<file path="src/rtl/router_pkg.sv">
`default_nettype none
// ============================================================================
// Module      : router_pkg
// Description : Shared router definitions: field widths, TX state encoding and
//               header packing used by the packet source and router checkers.
// Revision    : 1.0
// ============================================================================
package router_pkg;

    localparam int ADDR_W   = 2;
    localparam int LEN_W    = 6;
    localparam int DATA_W   = 8;
    localparam int MAX_DEST = 2;

    typedef enum logic [2:0] {
        ST_IDLE    = 3'd0,
        ST_HEADER  = 3'd1,
        ST_PAYLOAD = 3'd2,
        ST_PARITY  = 3'd3,
        ST_GAP     = 3'd4
    } tx_state_t;

    // Header byte layout: length in the upper bits, destination in the low bits.
    function automatic logic [DATA_W-1:0] hdr_pack(input logic [LEN_W-1:0]  len,
                                                   input logic [ADDR_W-1:0] dest);
        return {len, dest};
    endfunction

endpackage
`default_nettype wire

</file>
<file path="src/rtl/router_tx_buf.sv">
`default_nettype none
// ============================================================================
// Module      : router_tx_buf
// Description : Synchronous show-ahead FIFO for payload bytes with count,
//               full and empty status. Writes while full are dropped.
// Revision    : 1.0
// ============================================================================
module router_tx_buf #(
    parameter int DEPTH = 64,
    parameter int WIDTH = 8
) (
    input  logic                     clk,
    input  logic                     rst,
    input  logic                     i_wr_en,
    input  logic [WIDTH-1:0]         i_wr_data,
    input  logic                     i_rd_en,
    output logic [WIDTH-1:0]         o_rd_data,
    output logic [$clog2(DEPTH):0]   o_count,
    output logic                     o_full,
    output logic                     o_empty
);

    localparam int c_AW    = $clog2(DEPTH);
    localparam int c_CNT_W = c_AW + 1;

    logic [WIDTH-1:0]   r_mem [DEPTH];
    logic [c_AW-1:0]    r_wr_ptr;
    logic [c_AW-1:0]    r_rd_ptr;
    logic [c_CNT_W-1:0] r_count;
    logic               w_push;
    logic               w_pop;

    assign w_push = i_wr_en && !o_full;
    assign w_pop  = i_rd_en && !o_empty;

    // Storage is left unreset so it can map onto RAM; pointers define validity.
    always_ff @(posedge clk) begin
        if (w_push) begin
            r_mem[r_wr_ptr] <= i_wr_data;
        end
    end

    always_ff @(posedge clk or posedge rst) begin
        if (rst) begin
            r_wr_ptr <= '0;
            r_rd_ptr <= '0;
            r_count  <= '0;
        end else begin
            if (w_push) begin
                r_wr_ptr <= r_wr_ptr + 1'b1;
            end
            if (w_pop) begin
                r_rd_ptr <= r_rd_ptr + 1'b1;
            end
            case ({w_push, w_pop})
                2'b10:   r_count <= r_count + 1'b1;
                2'b01:   r_count <= r_count - 1'b1;
                default: r_count <= r_count;
            endcase
        end
    end

    assign o_rd_data = r_mem[r_rd_ptr];
    assign o_count   = r_count;
    assign o_full    = (r_count == c_CNT_W'(DEPTH));
    assign o_empty   = (r_count == '0);

endmodule
`default_nettype wire

</file>
<file path="src/rtl/router_pkt_tx.sv">
`default_nettype none
// ============================================================================
// Module      : router_pkt_tx
// Description : Router input-port packet source. Buffers payload bytes, then
//               sends header, payload and parity, holding each byte on busy.
//               Optional macro PKT_TX_ERR_INJECT_EN adds inject_err, which
//               inverts the parity byte of the packet it is started with.
// Revision    : 1.0
// ============================================================================
module router_pkt_tx
    import router_pkg::*;
#(
    parameter int DEPTH      = 64,
    parameter int GAP_CYCLES = 2
) (
    input  logic                     clk,
    input  logic                     rst,
    input  logic                     buf_wr_en,
    input  logic [DATA_W-1:0]        buf_wr_data,
    output logic                     buf_full,
    output logic [$clog2(DEPTH):0]   buf_count,
    input  logic                     start,
    input  logic [ADDR_W-1:0]        dest,
    input  logic [LEN_W-1:0]         len,
    output logic                     ready,
    output logic                     start_err,
    input  logic                     busy,
    output logic                     pkt_valid,
    output logic [DATA_W-1:0]        data_out,
`ifdef PKT_TX_ERR_INJECT_EN
    input  logic                     inject_err,
`endif
    output logic                     done
);

    localparam int c_CNT_W = $clog2(DEPTH) + 1;
    localparam int c_GAP_W = (GAP_CYCLES > 1) ? $clog2(GAP_CYCLES) : 1;

    tx_state_t          r_state;
    tx_state_t          w_state_nxt;
    logic [ADDR_W-1:0]  r_dest;
    logic [LEN_W-1:0]   r_len;
    logic [LEN_W-1:0]   r_rem;
    logic [DATA_W-1:0]  r_parity;
    logic [c_GAP_W-1:0] r_gap_cnt;
    logic               r_done;
    logic               r_start_err;
    logic [DATA_W-1:0]  w_fifo_head;
    logic               w_fifo_empty;
    logic               w_pop;
    logic               w_start_ok;
    logic               w_gap_last;
    logic [DATA_W-1:0]  w_parity_out;

    router_tx_buf #(
        .DEPTH (DEPTH),
        .WIDTH (DATA_W)
    ) u_buf (
        .clk       (clk),
        .rst       (rst),
        .i_wr_en   (buf_wr_en),
        .i_wr_data (buf_wr_data),
        .i_rd_en   (w_pop),
        .o_rd_data (w_fifo_head),
        .o_count   (buf_count),
        .o_full    (buf_full),
        .o_empty   (w_fifo_empty)
    );

    // Only bytes already buffered at start time may back the packet.
    assign w_start_ok = (dest <= ADDR_W'(MAX_DEST)) && (len != '0) &&
                        (buf_count >= c_CNT_W'(len));
    assign w_gap_last = (r_gap_cnt == c_GAP_W'(GAP_CYCLES - 1));

`ifdef PKT_TX_ERR_INJECT_EN
    logic r_inj;
    assign w_parity_out = r_inj ? ~r_parity : r_parity;
`else
    assign w_parity_out = r_parity;
`endif

    always_ff @(posedge clk or posedge rst) begin
        if (rst) begin
            r_state <= ST_IDLE;
        end else begin
            r_state <= w_state_nxt;
        end
    end

    // Outputs depend on state and held registers only, so busy never reaches them.
    always_comb begin
        w_state_nxt = r_state;
        pkt_valid   = 1'b0;
        data_out    = '0;
        w_pop       = 1'b0;
        case (r_state)
            ST_IDLE: begin
                if (start && w_start_ok) begin
                    w_state_nxt = ST_HEADER;
                end
            end
            ST_HEADER: begin
                pkt_valid = 1'b1;
                data_out  = hdr_pack(r_len, r_dest);
                if (!busy) begin
                    w_state_nxt = ST_PAYLOAD;
                end
            end
            ST_PAYLOAD: begin
                pkt_valid = 1'b1;
                data_out  = w_fifo_head;
                if (!busy && !w_fifo_empty) begin
                    w_pop = 1'b1;
                    if (r_rem == LEN_W'(1)) begin
                        w_state_nxt = ST_PARITY;
                    end
                end
            end
            ST_PARITY: begin
                data_out = w_parity_out;
                if (!busy) begin
                    w_state_nxt = (GAP_CYCLES == 0) ? ST_IDLE : ST_GAP;
                end
            end
            ST_GAP: begin
                if (w_gap_last) begin
                    w_state_nxt = ST_IDLE;
                end
            end
            default: w_state_nxt = ST_IDLE;
        endcase
    end

    always_ff @(posedge clk or posedge rst) begin
        if (rst) begin
            r_dest      <= '0;
            r_len       <= '0;
            r_rem       <= '0;
            r_parity    <= '0;
            r_gap_cnt   <= '0;
            r_done      <= 1'b0;
            r_start_err <= 1'b0;
`ifdef PKT_TX_ERR_INJECT_EN
            r_inj       <= 1'b0;
`endif
        end else begin
            r_done      <= 1'b0;
            r_start_err <= 1'b0;
            case (r_state)
                ST_IDLE: begin
                    if (start) begin
                        if (w_start_ok) begin
                            r_dest   <= dest;
                            r_len    <= len;
                            r_rem    <= len;
                            r_parity <= hdr_pack(len, dest);
`ifdef PKT_TX_ERR_INJECT_EN
                            r_inj    <= inject_err;
`endif
                        end else begin
                            r_start_err <= 1'b1;
                        end
                    end
                end
                ST_PAYLOAD: begin
                    if (w_pop) begin
                        r_parity <= r_parity ^ w_fifo_head;
                        r_rem    <= r_rem - 1'b1;
                    end
                end
                ST_PARITY: begin
                    if (!busy) begin
                        r_done    <= 1'b1;
                        r_gap_cnt <= '0;
                    end
                end
                ST_GAP: begin
                    r_gap_cnt <= r_gap_cnt + 1'b1;
                end
                default: begin
                end
            endcase
        end
    end

    assign ready     = (r_state == ST_IDLE);
    assign done      = r_done;
    assign start_err = r_start_err;

endmodule
`default_nettype wire

</file>
<file path="config.mk">
export PLATFORM = sky130hd
export DESIGN_NAME = router_pkt_tx
export DESIGN_NICKNAME = d
export VERILOG_FILES = /design/src/rtl/router_pkg.sv /design/src/rtl/router_tx_buf.sv /design/src/rtl/router_pkt_tx.sv
export SDC_FILE = /design/constraint.sdc
export NUM_CORES = 1
export LEC_CHECK = 0
export CORE_MARGIN = 2
export CORE_UTILIZATION = 55
export CTS_CLUSTER_DIAMETER = 30
export CTS_CLUSTER_SIZE = 24
export DETAILED_ROUTE_END_ITERATION = 12
export PLACE_DENSITY_LB_ADDON = 0.15
export SETUP_SLACK_MARGIN = 0.15
export SLEW_MARGIN = 10
export SYNTH_ARGS = -nofsm -noshare
export SYNTH_HDL_FRONTEND = slang
export SYNTH_SLANG_ARGS = --single-unit
</file>
<file path="constraint.sdc">
create_clock -name clk -period 7 [get_ports clk]
set_input_delay 1.4 -clock clk [delete_from_list [all_inputs] [get_ports clk]]
set_output_delay 1.4 -clock clk [all_outputs]
set_load 0.01 [all_outputs]
</file>
======== After elaboration in Yosys (flattened, before gate mapping) ========
Memories as Yosys holds them, arrays and structs flattened.
Index checks and enable logic that the tools add are counted.
word-level totals
  memories kept ........................... 1
  RAM bits ................................ 512
  flip-flop bits (word level) ............. 47
  input port bits ......................... 21
operators by class
  $lt $le $gt $ge ......................... 2
  reduce and logical (&&, ||, !) cells .... 20
  eq/ne operators ......................... 17
  add/sub/neg operators ................... 6
  bitwise operators ....................... 1
  mux-type cells .......................... 29
memory list
  memory       depth  width  read ports  clocked after memory_dff  write ports  line                 RTL
  u_buf.r_mem  64     8      1           0                         1            router_tx_buf.sv:26  logic [WIDTH-1:0] r_mem [DEPTH];
operators by type and width
  kind                 count
  $mux 8               3
  $pmux 8 s3           1
  $mux 3               6
  $mux 6               3
  $pmux 8 s2           1
  $pmux 3 s5           1
  $pmux 7 s2           1
  $add 6x1->6 const B  2
  $ne 2x2->1 const B   6
  $pmux 6 s2           1
  $mux 1               11
  $xor 8x8->8          1
  $add 7x1->7 const B  1
  $eq 7x7->1 const B   1
  $ge 7x6->1           1
  $logic_not 7->1      1
  $sub 7x1->7 const B  1
  $eq 3x2->1 const B   2
  $eq 6x1->1 const B   1
  $logic_and 1x1->1    6
  $ne 2x1->1 const B   3
  $reduce_and 6->1     1
  $reduce_bool 2->1    3
  $reduce_bool 6->1    1
  other kinds (14)     16

======== Logic depth before layout (Yosys ltp) ========
  word-level depth ........................ 8
  gate-level depth with buffers ........... 16
  depth with buffers taken out ............ 14

======== Cells and area by module ========
From an unflattened synthesis, not the netlist that was laid out.
unflattened totals
  cell total of the unflattened synthesis .. 1312
  area, all modules ....................... 22957.0 sq um
by module, submodules not included
  module         seq. area each (sq um)  instances  cells an instance  area each (sq um)
  router_tx_buf  15850.2                 1          1102               21058.9
  router_pkt_tx  700.7                   1          210                1898.1

======== Worst setup path after synthesis ========
Ideal clock, no wire load.
  path kind ............................... input port to flip-flop
  start point ............................. in busy
  end point ............................... reg u_buf.r_count[6], in the netlist u_buf.o_count[6]
  slack ................................... 3.261 ns
  data arrival time ....................... 3.659 ns
  library setup time ...................... 0.080 ns
  cell stages on the path ................. 13
  cells stage by stage .................... a31oi_2 and2_1 buf_4 ha_1 inv_1 fa_1 nor2b_1 o21ai_0 a21boi_0 o21ai_0 and3_1 nor3_1 xnor2_1
between the ends
  word-level cells in the longest chain between the ends .. 7
ends and longest elaborated chain
  element                                                 line                  RTL
  start: declaration                                      router_pkt_tx.sv:27   input logic busy,
  $logic_not 1->1 *                                       --
  $logic_and 1x1->1 *                                     router_pkt_tx.sv:112  if (!busy && !w_fifo_empty) begin
  $mux 1 *                                                router_pkt_tx.sv:112
  $mux 1 *                                                router_pkt_tx.sv:96   case (r_state)
  $logic_and 1x1->1 *                                     router_tx_buf.sv:34   assign w_pop = i_rd_en && !o_empty;
  named net u_buf.w_pop                                   router_tx_buf.sv:31   logic w_pop;
  $eq 2x1->1 / $eq 2x2->1 (equally long branches)         router_tx_buf.sv:55   case ({w_push, w_pop})
  $pmux 7 s2 / $reduce_bool 2->1 (equally long branches)  --
  end signal: assignment                                  router_tx_buf.sv:56   2'b10: r_count <= r_count + 1'b1;
  end signal: assignment                                  router_tx_buf.sv:57   2'b01: r_count <= r_count - 1'b1;
  end signal: assignment                                  router_tx_buf.sv:58   default: r_count <= r_count;
  end: declaration                                        router_tx_buf.sv:29   logic [c_CNT_W-1:0] r_count;
The timed path passes the listed nets; every way through them passes the cells marked *.
A chain may end at the register's enable or synchronous reset.

======== Final worst setup path ========
  start point ............................. reg u_buf.r_rd_ptr[2]
  end point ............................... out data_out[6]
between the ends
  word-level cells in the longest chain between the ends .. 2
ends and longest elaborated chain
  element                   line                 RTL
  start: declaration        router_tx_buf.sv:28  logic [c_AW-1:0] r_rd_ptr;
  start signal: assignment  router_tx_buf.sv:53  r_rd_ptr <= r_rd_ptr + 1'b1;
  $mem_v2 64x8              --
  $pmux 8 s3                router_pkt_tx.sv:96
  end: declaration          router_pkt_tx.sv:29  output logic [DATA_W-1:0] data_out,
Every way passes these cells.

==> results.toml <==
[floorplanning]
fp.dieW_um = 209
die_area_um2 = 43500
ioPinCount = 41
start_util_pct = 56.0
core_region_area_um2 = 41100
fp-row-count = 74
die_height_um = 209

[detailed_routing]
drt-total-wl_mm = 53.6
first_iter_violations = 1306
met2_length_mm = 25.4
drc = 0
wl_met3_mm = 4.02
m1WireLength_mm = 22.8
drt-pass1-iter-count = 5
num_vias = 12200
via_per_inst = 6.14
wl_per_cell_um = 26.9
drtAntennaViolNets = 0
highest_layer = "met4"

[global_route]
first_global_vias = 12400
overflow = 0
grt_max_degree = 74
grt.total_usage_pct = 25.3
antenna_found_initial = 2
grt_pass1_wl_mm = 80.1

[synthesis]
yosys.area.top_type = "edfxtp_1"
synth-seq-cells = 559
synthArstFlopShare_pct = 8.41
synth_top_area_share_pct = 66.7
synth_area_leaders = "edfxtp_1 (67%), mux4_2 (8.0%), dfrtp_1 (5.1%)"
seq_area_frac_synth_pct = 71.8
synth_common_cells = "edfxtp_1 (512), mux2i_1 (103), nor2_1 (87), mux4_2 (82), nand2_1 (59)"
synth.most_common_cell = "edfxtp_1"
synth-edff-count = 512
avgSynthCellArea_um2 = 18.1
synth_cell_types = 70
synthCells = 1275
synthFlopType = "edfxtp_1"
synth_warnings = 0
synth_area_um2 = 23000
syn_nets = 1313

[pwr]
p_per_area_nw_per_um2 = 455
vdd_drop_max_v = 0.000369
p_leak_nw = 9.53

[worst_setup_path]
critPathKind = "flop to output port"
cp_max_fo = 73
critPathRequiredTime_ns = 5.60
worstReg2RegStart = "r_state[1]"
cp-start-kind = "flop"
critical_path_arrival_ns = 4.64
cp-startpoint = "u_buf.r_rd_ptr[2]"
endpoint_kind = "output port"

[final_layout]
syn_to_final_growth_pct = 19.5
nets = 1404
postLayoutCoreUtil_pct = 67.0
drive_above_1_share_pct = 21.6

[clock_tree]
cts_max_level = 3
cts_resized = 0
cts_root_buf = "clkbuf_16"
cts_num_sinks = 559
clk_transition_reported_paths_ns = 0.05
post-cts-setup-buffer-count = 0
numCtsBuffers = 104
cts_tree = "built"
clk_latency_ns = 0.64
cts_buffer_depth = 3
cts_hold_buf = 0

[timing]
fmax_mhz = 166
rsz0062_at_grt = "false"
fin_setup_tns_ns = 0
relSlewSlack_pct = 21.1
fin_crit_ns = 6.04
skew_ns = 0.0206
drv_slew = 0
setup_viol = 0
hold_violations = 0
tightest_slew_ns = 1.18
period_share_pct = 86.3

[placed_design]
gp_congestion = 0.854
post-dp-hpwl_mm = 32.2
port_buffers = 40

[worst_hold_path]
hold_path.class = "flop to flop"
holdCritStartpoint = "r_dest[0]"

[run]
cap_violations = 0

[outcome]
status = "complete, no violations"
-- area by class of cell --
class	count	area, µm²
flip-flops and latches	559	16600
multi-input cells	622	5880
fillers	2779	13600
diodes	2	5.00
clock inverters	78	1140
inverters	23	86.3
well taps	532	666
repair buffers	56	505
clock buffers	118	2690
-- per-stage QoR --
step / instances / setup WS, ns / power [mW] / hold slack (ns) / cell area [µm²]
after floorplan: 1275 / 3.26 / 6.27 / 0.445 / 23000
after global routing: 1988 / 0.742 / 13.0 / 0.498 / 27500
after detailed placement: 1792 / 1.62 / 7.21 / 0.464 / 23700
after CTS: 1988 / 0.919 / 12.6 / 0.472 / 27500
final: 1990 / 0.962 / 12.5 / 0.469 / 27500
after global placement: 1792 / 1.66 / 7.19 / 0.462 / 23700
-- registers in the layout, indices dropped and copies added, names as in the netlist --
name and count:
u_buf.r_mem 512, r_gap_cnt 1, r_len 6, r_dest 2
done 1, r_rem 6, r_parity 8, u_buf.o_count 7
u_buf.r_wr_ptr 6, r_state 3, start_err 1, u_buf.r_rd_ptr 6
-- kinds of logic (layout without fill, tap and decap cells) --
family	after synthesis	after routing	synth area share [%]
buf+inv	94	275	2.66
simple gates	215	215	4.26
xor+xnor	17	17	0.646
other cells	0	2	0
flops	559	559	71.8
mux	212	212	14.8
compound gates	161	161	4.86
fa+ha+maj	17	17	0.956
-- layer usage --
metal  global-route usage (%)  vias up
met5                        0        -
met4                     8.28        0
met3                     6.66       95
met2                     38.6      471
met1                     36.0     6312
li1                         -     5343
-- report_power, final --
group,internal (mW),leakage [nW],switching [mW]
Sequential,3.89,5.18,0.391
Combinational,1.27,2.50,1.62
Clock,3.61,1.84,1.74
-- placed cells by master (no fill, tap or decap), drive strengths merged, types with 4 or more instances in the layout --
cell / n
a211o: 9
a21o: 5
a21oi: 30
a221oi: 4
and2: 6
and3: 6
buf: 24
bufinv: 22
clkbuf: 118
clkdlybuf4s50: 32
clkinv: 31
clkinvlp: 9
dfrtp: 47
edfxtp: 512
ha: 16
inv: 39
mux2: 12
mux2i: 103
mux4: 97
nand2: 59
nand2b: 6
nand3: 13
nor2: 87
nor2b: 7
nor3: 10
o21ai: 41
o221ai: 23
o22ai: 20
or3: 4
xnor2: 13
xor2: 4
-- critical path, cell delays in order, from the launching register on --
cell and delay, ns:
dfrtp_4 1.10, nand3_1 0.72, buf_4 0.45, o221ai_1 0.21, a221oi_1 0.12, or2_1 0.35, mux2_2 0.28, o22ai_1 0.17
clkdlybuf4s50_1 0.58
-- final timing paths --
path	to	slack, ns	cells past startpoint
max in group asynchronous	u_buf.r_rd_ptr[1]	4.81	2
min reg2reg	r_dest[0]	0.47	2
min in group asynchronous	u_buf.o_count[2]	1.36	2
max reg2reg	u_buf.o_count[6]	2.96	12
min	r_dest[0]	0.47	2
max	data_out[6]	0.96	8
Note: power is estimated with default switching activity, not from simulation.
